[config.mk]
export PLATFORM = sky130hd
export DESIGN_NAME = robot_tick_generator_flat
export DESIGN_NICKNAME = d
export VERILOG_FILES = /design/src/rtl/robot_tick_generator_if.sv /design/src/rtl/robot_tick_generator.sv /design/src/flat_wrapper.sv
export SDC_FILE = /design/constraint.sdc
export NUM_CORES = 1
export LEC_CHECK = 0
export CAP_MARGIN = 25
export CORE_MARGIN = 4
export CORE_UTILIZATION = 40
export CTS_BUF_LIST = sky130_fd_sc_hd__clkbuf_16
export DETAILED_ROUTE_END_ITERATION = 12
export DONT_BUFFER_PORTS = 1
export PLACE_DENSITY_LB_ADDON = 0.2
export SYNTH_ARGS = -nofsm -noshare
export SYNTH_HDL_FRONTEND = slang
export SYNTH_SLANG_ARGS = --single-unit
export TNS_END_PERCENT = 10
[constraint.sdc]
create_clock -name clk_125mhz -period 9.91 [get_ports clk_125mhz]
set_input_delay 0.4955 -clock clk_125mhz [delete_from_list [all_inputs] [get_ports clk_125mhz]]
set_output_delay 0.4955 -clock clk_125mhz [all_outputs]
set_load 0.02 [all_outputs]
[src/rtl/robot_tick_generator_if.sv]
// Divisor config port: valid/ready request plus reject pulse.
// master drives valid/chan/div; slave returns ready/err.
interface robot_tick_generator_if #(
  parameter int NUM_CH = 3,
  parameter int DIV_W  = 27
);
  localparam int CH_W =
    (NUM_CH > 1) ? $clog2(NUM_CH) : 1;

  logic             cfg_valid;
  logic             cfg_ready;
  logic [CH_W-1:0]  cfg_chan;
  logic [DIV_W-1:0] cfg_div;
  logic             cfg_err;

  modport master (
    output cfg_valid,
    output cfg_chan,
    output cfg_div,
    input  cfg_ready,
    input  cfg_err
  );

  modport slave (
    input  cfg_valid,
    input  cfg_chan,
    input  cfg_div,
    output cfg_ready,
    output cfg_err
  );
endinterface

[src/rtl/robot_tick_generator.sv]
// Multi-channel tick-enable timebase with glitch-free
// run-time divisors. Ports: clk_125mhz, reset_n (sync,
// active low), ch_en, sync, cfg (config interface),
// tick, and sq when TICK_SQUARE_EN is defined.
module robot_tick_generator #(
  parameter int CLOCK_FREQ = 125_000_000,
  parameter int NUM_CH     = 3,
  parameter int DIV_W      = 27,
  parameter logic [NUM_CH*DIV_W-1:0] DEFAULT_DIVS =
    {27'd6_250_000, 27'd125_000, 27'd125}
) (
  input  logic              clk_125mhz,
  input  logic              reset_n,
  input  logic [NUM_CH-1:0] ch_en,
  input  logic              sync,
  robot_tick_generator_if.slave cfg,
  output logic [NUM_CH-1:0] tick
`ifdef TICK_SQUARE_EN
  ,
  output logic [NUM_CH-1:0] sq
`endif
);
  localparam int CH_W =
    (NUM_CH > 1) ? $clog2(NUM_CH) : 1;
  localparam logic [DIV_W-1:0] ONE = DIV_W'(1);
  localparam logic [DIV_W-1:0] TWO = DIV_W'(2);

  if (CLOCK_FREQ <= 0 || NUM_CH < 1 || NUM_CH > 16)
  begin : g_bad_cfg
    $error("robot_tick_generator: bad parameters");
  end

  logic [DIV_W-1:0] r_cnt  [NUM_CH];
  logic [DIV_W-1:0] r_div  [NUM_CH];
  logic [DIV_W-1:0] r_pdiv [NUM_CH];
  logic [NUM_CH-1:0] r_pend;
  logic [NUM_CH-1:0] r_tick;
  logic              r_err;

  logic [DIV_W-1:0] w_cnt_nxt  [NUM_CH];
  logic [DIV_W-1:0] w_div_nxt  [NUM_CH];
  logic [DIV_W-1:0] w_pdiv_nxt [NUM_CH];
  logic [NUM_CH-1:0] w_pend_nxt;
  logic [NUM_CH-1:0] w_tick_nxt;
  logic [NUM_CH-1:0] w_term;
  logic [NUM_CH-1:0] w_restart;
  logic [NUM_CH-1:0] w_apply;
  logic [NUM_CH-1:0] w_take;
  logic              w_ready;
  logic              w_acc;
  logic              w_div_ok;

  // Ready depends only on the addressed channel's
  // pending flag; out-of-range channels never match.
  always_comb begin
    w_ready = 1'b0;
    for (int i = 0; i < NUM_CH; i++) begin
      if (cfg.cfg_chan == CH_W'(i))
        w_ready = !r_pend[i];
    end
  end

  assign cfg.cfg_ready = w_ready;
  assign cfg.cfg_err   = r_err;
  assign tick          = r_tick;

  assign w_acc    = cfg.cfg_valid && w_ready;
  assign w_div_ok = cfg.cfg_div >= TWO;

  always_comb begin
    for (int i = 0; i < NUM_CH; i++) begin
      w_term[i] = ch_en[i] &&
        (r_cnt[i] == r_div[i] - ONE);
      w_restart[i] = sync || !ch_en[i] || w_term[i];
      // Pending divisor lands only on a period
      // boundary, so no short or long period leaks.
      w_apply[i] = r_pend[i] && w_restart[i];
      // A take needs pend clear, so it can never
      // collide with an apply on the same edge.
      w_take[i] = w_acc && w_div_ok &&
        (cfg.cfg_chan == CH_W'(i));
      w_div_nxt[i] = w_apply[i] ? r_pdiv[i]
                                : r_div[i];
      w_cnt_nxt[i] = w_restart[i] ? '0
                                  : r_cnt[i] + ONE;
      w_pend_nxt[i] = w_take[i] ||
        (r_pend[i] && !w_apply[i]);
      w_pdiv_nxt[i] = w_take[i] ? cfg.cfg_div
                                : r_pdiv[i];
      w_tick_nxt[i] = w_term[i] && !sync;
    end
  end

  always_ff @(posedge clk_125mhz) begin
    if (!reset_n) begin
      for (int i = 0; i < NUM_CH; i++) begin
        r_cnt[i]  <= '0;
        r_div[i]  <= DEFAULT_DIVS[i*DIV_W +: DIV_W];
        r_pdiv[i] <= '0;
      end
      r_pend <= '0;
      r_tick <= '0;
      r_err  <= 1'b0;
    end else begin
      for (int i = 0; i < NUM_CH; i++) begin
        r_cnt[i]  <= w_cnt_nxt[i];
        r_div[i]  <= w_div_nxt[i];
        r_pdiv[i] <= w_pdiv_nxt[i];
      end
      r_pend <= w_pend_nxt;
      r_tick <= w_tick_nxt;
      r_err  <= w_acc && !w_div_ok;
    end
  end

`ifdef TICK_SQUARE_EN
  logic [NUM_CH-1:0] r_sq;
  logic [NUM_CH-1:0] w_sq_nxt;

  // Registered from next-state count so sq lines up
  // with the count value of the same cycle.
  always_comb begin
    for (int i = 0; i < NUM_CH; i++) begin
      w_sq_nxt[i] = ch_en[i] && !sync &&
        (w_cnt_nxt[i] >= (w_div_nxt[i] >> 1));
    end
  end

  always_ff @(posedge clk_125mhz) begin
    if (!reset_n)
      r_sq <= '0;
    else
      r_sq <= w_sq_nxt;
  end

  assign sq = r_sq;
`endif
endmodule
[src/flat_wrapper.sv]
// flat-port wrapper written by rule: the top's interface ports become plain ports
module robot_tick_generator_flat 
#(
  parameter int CLOCK_FREQ = 125_000_000,
  parameter int NUM_CH     = 3,
  parameter int DIV_W      = 27,
  parameter logic [NUM_CH*DIV_W-1:0] DEFAULT_DIVS =
    {27'd6_250_000, 27'd125_000, 27'd125}
)
  (clk_125mhz, reset_n, ch_en, sync, tick, cfg_cfg_valid, cfg_cfg_chan, cfg_cfg_div, cfg_cfg_ready, cfg_cfg_err);
  robot_tick_generator_if #(.NUM_CH(NUM_CH), .DIV_W(DIV_W)) cfg_i ();
  input  logic clk_125mhz;
  input  logic reset_n;
  input  logic [NUM_CH-1:0] ch_en;
  input  logic sync;
  output logic [NUM_CH-1:0] tick;
  input wire logic [$bits(cfg_i.cfg_valid)-1:0] cfg_cfg_valid;
  input wire logic [$bits(cfg_i.cfg_chan)-1:0] cfg_cfg_chan;
  input wire logic [$bits(cfg_i.cfg_div)-1:0] cfg_cfg_div;
  output wire logic [$bits(cfg_i.cfg_ready)-1:0] cfg_cfg_ready;
  output wire logic [$bits(cfg_i.cfg_err)-1:0] cfg_cfg_err;
  assign cfg_i.cfg_valid = cfg_cfg_valid;
  assign cfg_i.cfg_chan = cfg_cfg_chan;
  assign cfg_i.cfg_div = cfg_cfg_div;
  assign cfg_cfg_ready = cfg_i.cfg_ready;
  assign cfg_cfg_err = cfg_i.cfg_err;
  robot_tick_generator #(.CLOCK_FREQ(CLOCK_FREQ), .NUM_CH(NUM_CH), .DIV_W(DIV_W), .DEFAULT_DIVS(DEFAULT_DIVS)) u_core (.clk_125mhz(clk_125mhz), .reset_n(reset_n), .ch_en(ch_en), .sync(sync), .cfg(cfg_i), .tick(tick));
endmodule
# Word level (Yosys, flattened, before mapping)
# Memory sizes are Yosys's and may differ from the RTL's.
# Cells that the tools add are included.
# totals
word_cells,89
ff_bits,7
out_inout_bits,5
ram_bits,243
in_bits,36
memories,3
# op_classes
muxes,23
n_addsub,6
n_eq_ne,5
reduce_logical,39
n_lt_le_gt_ge,1
n_bitwise,9
# memory_table
name,words,word_bits,read_ports,rd_clocked_by_memory_dff,wr,line_no,rtl
u_core.r_cnt,3,27,3,0,3,robot_tick_generator.sv:33,logic [DIV_W-1:0] r_cnt [NUM_CH];
u_core.r_div,3,27,3,0,3,robot_tick_generator.sv:34,logic [DIV_W-1:0] r_div [NUM_CH];
u_core.r_pdiv,3,27,3,0,3,robot_tick_generator.sv:35,logic [DIV_W-1:0] r_pdiv [NUM_CH];
# ops
cell,count
2-to-1 mux 27 bit,18
"adder 27 x 1 -> 27 bit, second input constant",3
== test 27 bit,3
"subtractor 27 x 1 -> 27 bit, second input constant",3
"greater-or-equal comparator 27 x 2 -> 1 bit, second input constant",1
logical AND 1 bit,18
logical NOT 1 bit,11
logical OR 1 bit,9
bitwise OR 1 bit,9
2-to-1 mux 1 bit,5
"== test 2 x 1 -> 1 bit, second input constant",1
"== test 2 bit, second input constant",1
logical NOT 2 bit,1

# Longest topological paths before layout
# depth
ltp_word,9
depth_mapped,14
depth_no_buf,10

# Worst setup path after synthesis
# OpenSTA, ideal clock, no wires.
# synth_path
path_kind,reg-to-reg
start,"memory u_core.r_div[1][3], in the netlist u_core.r_div[0][30]"
end,"memory u_core.r_div[1][7], in the netlist u_core.r_div[0][34]"
path_stages_with_launch,12
path_buffers,3
setup_ns,0.072
required_time_ns,9.838
period_less_slack_ns,3.117
arrival_ns,3.045
setup_slack_ns,6.793
path_cell_list,dfxtp_1 -> or4_1 -> clkbuf_2 -> nor4_1 -> xnor2_1 -> a41oi_1 -> or4b_4 -> o41ai_2 -> o21a_1 -> buf_6 -> buf_12 -> mux2i_1
# synth_rtl
element,line_no
from (decl),robot_tick_generator.sv:34

==> metrics.yaml <==
status:
  status: "complete, no violations"
route:
  drtPass1Iterations: 5
  drcViolationCount: 0
  wl_per_cell_um: 17.95
  drt-initial-drc-count: 762
  routed_via_density: 5.603
  wirelength_mm: 36.21
  antenna_left: 0
  vias: 11300
final_layout:
  fillers: 3357
  n_antenna_cell: 0
  drive_gt1_share_pct: 6.373
  syn2layout_area_growth_pct: 8.497
  final_common_cell: "dfxtp_1"
  num-nets-final: 1589
  fin_area_um2: 14790
  final_cell_mix: "dfxtp_1 (250), nor2_1 (237), nand2_1 (140), mux2i_1 (139), nand3_1 (94)"
grt:
  grt_overflow_total: 0
  grt_max_degree: 102
  grt_pass1_vias: 10720
  grt.total_usage_pct: 19.46
  grt_pass1_wl_mm: 58.91
  antenna_found_initial: 0
floorplanning:
  dieWidth_um: 192.6
  core_um2: 33620
  die_height_um: 192.6
  row_count: 67
  start_util_pct: 40.56
  io_pins: 41
  die-area_um2: 37110
synth:
  synth.distinct_cells: 86
  ys_warn_count: 0
  ys_seq_area_share_pct: 36.70
  synthesis.area_um2: 13640
  synth.net_count: 1657
  ys_dominant_reg_cell: "dfxtp_1"
  synthCells: 1615
  synth_edf_count: 0
  syn_avg_cell_area_um2: 8.443
  ys_seq_elements: 250
  async_flop_share_pct: 0
clocking:
  cts_buffer_depth: 3
  tritoncts: "done"
  post_cts_buffers: 0
  root_buffer: "clkbuf_16"
  clock_latency_ns: 0.59
  path_clk_slew_ns: 0.07
  ctsResizeCount: 0
  h-tree-depth: 1
  cts_buffers: 28
  numClockSinks: 250
  cts_hold_buffers: 1
setup_path:
  crit_path_start_kind: "flop"
  critPathKind: "reg -> reg"
  crit_slowest_cell: "a31oi_4"
  crit_buf_inv: 2
  cp-end-kind: "flop"
  cp_data_arrival_time_ns: 4.44
  path_max_fanout: 16
  required_ns: 10.43
  crit_chain: "inv_1, ha_1, or4b_1, nor3_2, and4_1, a41oi_1, a221oi_1, nand4_1, a31oi_4, buf_16, mux2i_1"
  critPathMaxStageDelay_ns: 0.75
  path_delay_family: "simple AND/OR/NAND/NOR gates"
sta:
  min_period_ns: 3.922
  finClkSkew_ns: 0.04977
  fin_crit_sh_pct: 39.58
  worst_slew_pin_slew_ns: 1.033
  setup_viol: 0
  fmaxAchievable_mhz: 255.0
  slew_viol_final: 0
  maxSlewHeadroom_pct: 31.17
  hold_viol_final: 0
  rsz0062_at_grt: "false"
  fin_tns_setup_ns: 0
job:
  maxCapViolCount: 0
power_and_ir_drop:
  p_leak_nw: 5.015
  p_per_area_nw_per_um2: 149.0
  vdd_drop_max_mv: 0.1470
place:
  gp_congestion: 0.9011
  portBuffers: 0
  placed_area_um2: 13800
  dpl.hpwl_mm: 25.40
min_path:
  hold_path.class: "in -> reg"
-- path summary, 6_finish.rpt --
check / slack, ns / start / depth (start not counted) / end
setup / recovery: 5.99 / u_core.r_div[0][1]$_SDFFE_PN0P_ / 11 / u_core.r_div[0][24]$_SDFFE_PN0P_
hold / removal: 0.05 / cfg_cfg_div[22] / 2 / u_core.r_pdiv[0][76]$_SDFFE_PN0P_
setup reg to reg: 5.99 / u_core.r_div[0][1]$_SDFFE_PN0P_ / 11 / u_core.r_div[0][24]$_SDFFE_PN0P_
hold reg to reg: 0.46 / u_core.r_pdiv[0][32]$_SDFFE_PN0P_ / 2 / u_core.r_div[0][32]$_SDFFE_PN0P_
-- logic make-up after synthesis --
logic type	count (synthesis)	synth area share, %
buf+inv	139	4.928
xor+xnor	169	10.86
flops	250	36.70
fa+ha+maj	6	0.5505
compound gates	227	11.56
mux	141	10.37
simple gates	683	25.03
-- routing by layer --
layer  up-vias  global-route usage, %  part of all wire, %
met2       241                  30.29                   44
met1      5416                  27.50                   48
met5         -                      0                    0
met3        47                  4.323                  6.0
li1       5598                      -                    -
met4         0                  4.580                  2.1
-- cell usage after synthesis (10+ instances only) --
cell       instances  area share, %
dfxtp_1          250             37
a31oi_1           40            1.8
o21ai_0           18           0.66
xor2_1            91            5.8
buf_2             12           0.44
nand3_1           94            3.5
nand2_1          140            3.9
o22ai_1           19           0.87
and3_1            22            1.0
and4_1            12           0.77
clkbuf_1          74            2.0
or4_1             12           0.66
a21oi_1           44            1.6
xnor2_1           78            5.0
inv_1             24           0.66
a211oi_1          19            1.0
and2_1            10           0.46
nor4_1            30            1.4
nor3_1            28            1.0
a2111oi_0         13           0.84
mux2i_1          139             10
nor2_1           237            6.5
nand4_1           28            1.3
-- report_power, final --
part	switching [mW]	total [mW]	internal [mW]
clock	0.448	1.10	0.647
combinational	0.0500	0.0806	0.0307
sequential	0.0113	1.03	1.02
-- layout make-up --
class | count | area (um^2) | area share, %
well taps | 448 | 560.5 | 3.789
clock inverters | 24 | 271.5 | 1.835
clock buffers | 28 | 700.7 | 4.736
inverters | 25 | 96.34 | 0.6512
repair buffers | 16 | 172.7 | 1.167
multi-input cells | 1226 | 7988 | 53.99
flip-flops and latches | 250 | 5005 | 33.83
-- sequential cells by signal (all words and copies together), names as in the netlist --
register,count
u_core.cfg.cfg_err,1
u_core.r_cnt,81
u_core.r_div,81
u_core.r_pdiv,81
u_core.r_pend,3
u_core.tick,3
-- stage by stage --
stage / power [mW] / instances / hold WS, ns / setup WS [ns] / util, %
6_report: 2.205 / 2017 / 0.04928 / 5.988 / 44.01
5_1_grt: 2.285 / 2017 / 0.02953 / 5.586 / 44.01
3_5_place_dp: 1.131 / 1963 / 0.4498 / 5.731 / 41.04
4_1_cts: 2.235 / 2016 / 0.01891 / 5.735 / 43.96
2_1_floorplan: 1.121 / 1615 / 0.4281 / 6.793 / -
3_3_place_gp: 1.128 / 1959 / 0.4462 / 5.654 / 40.83
Note: power is estimated with default switching activity, not from simulation.
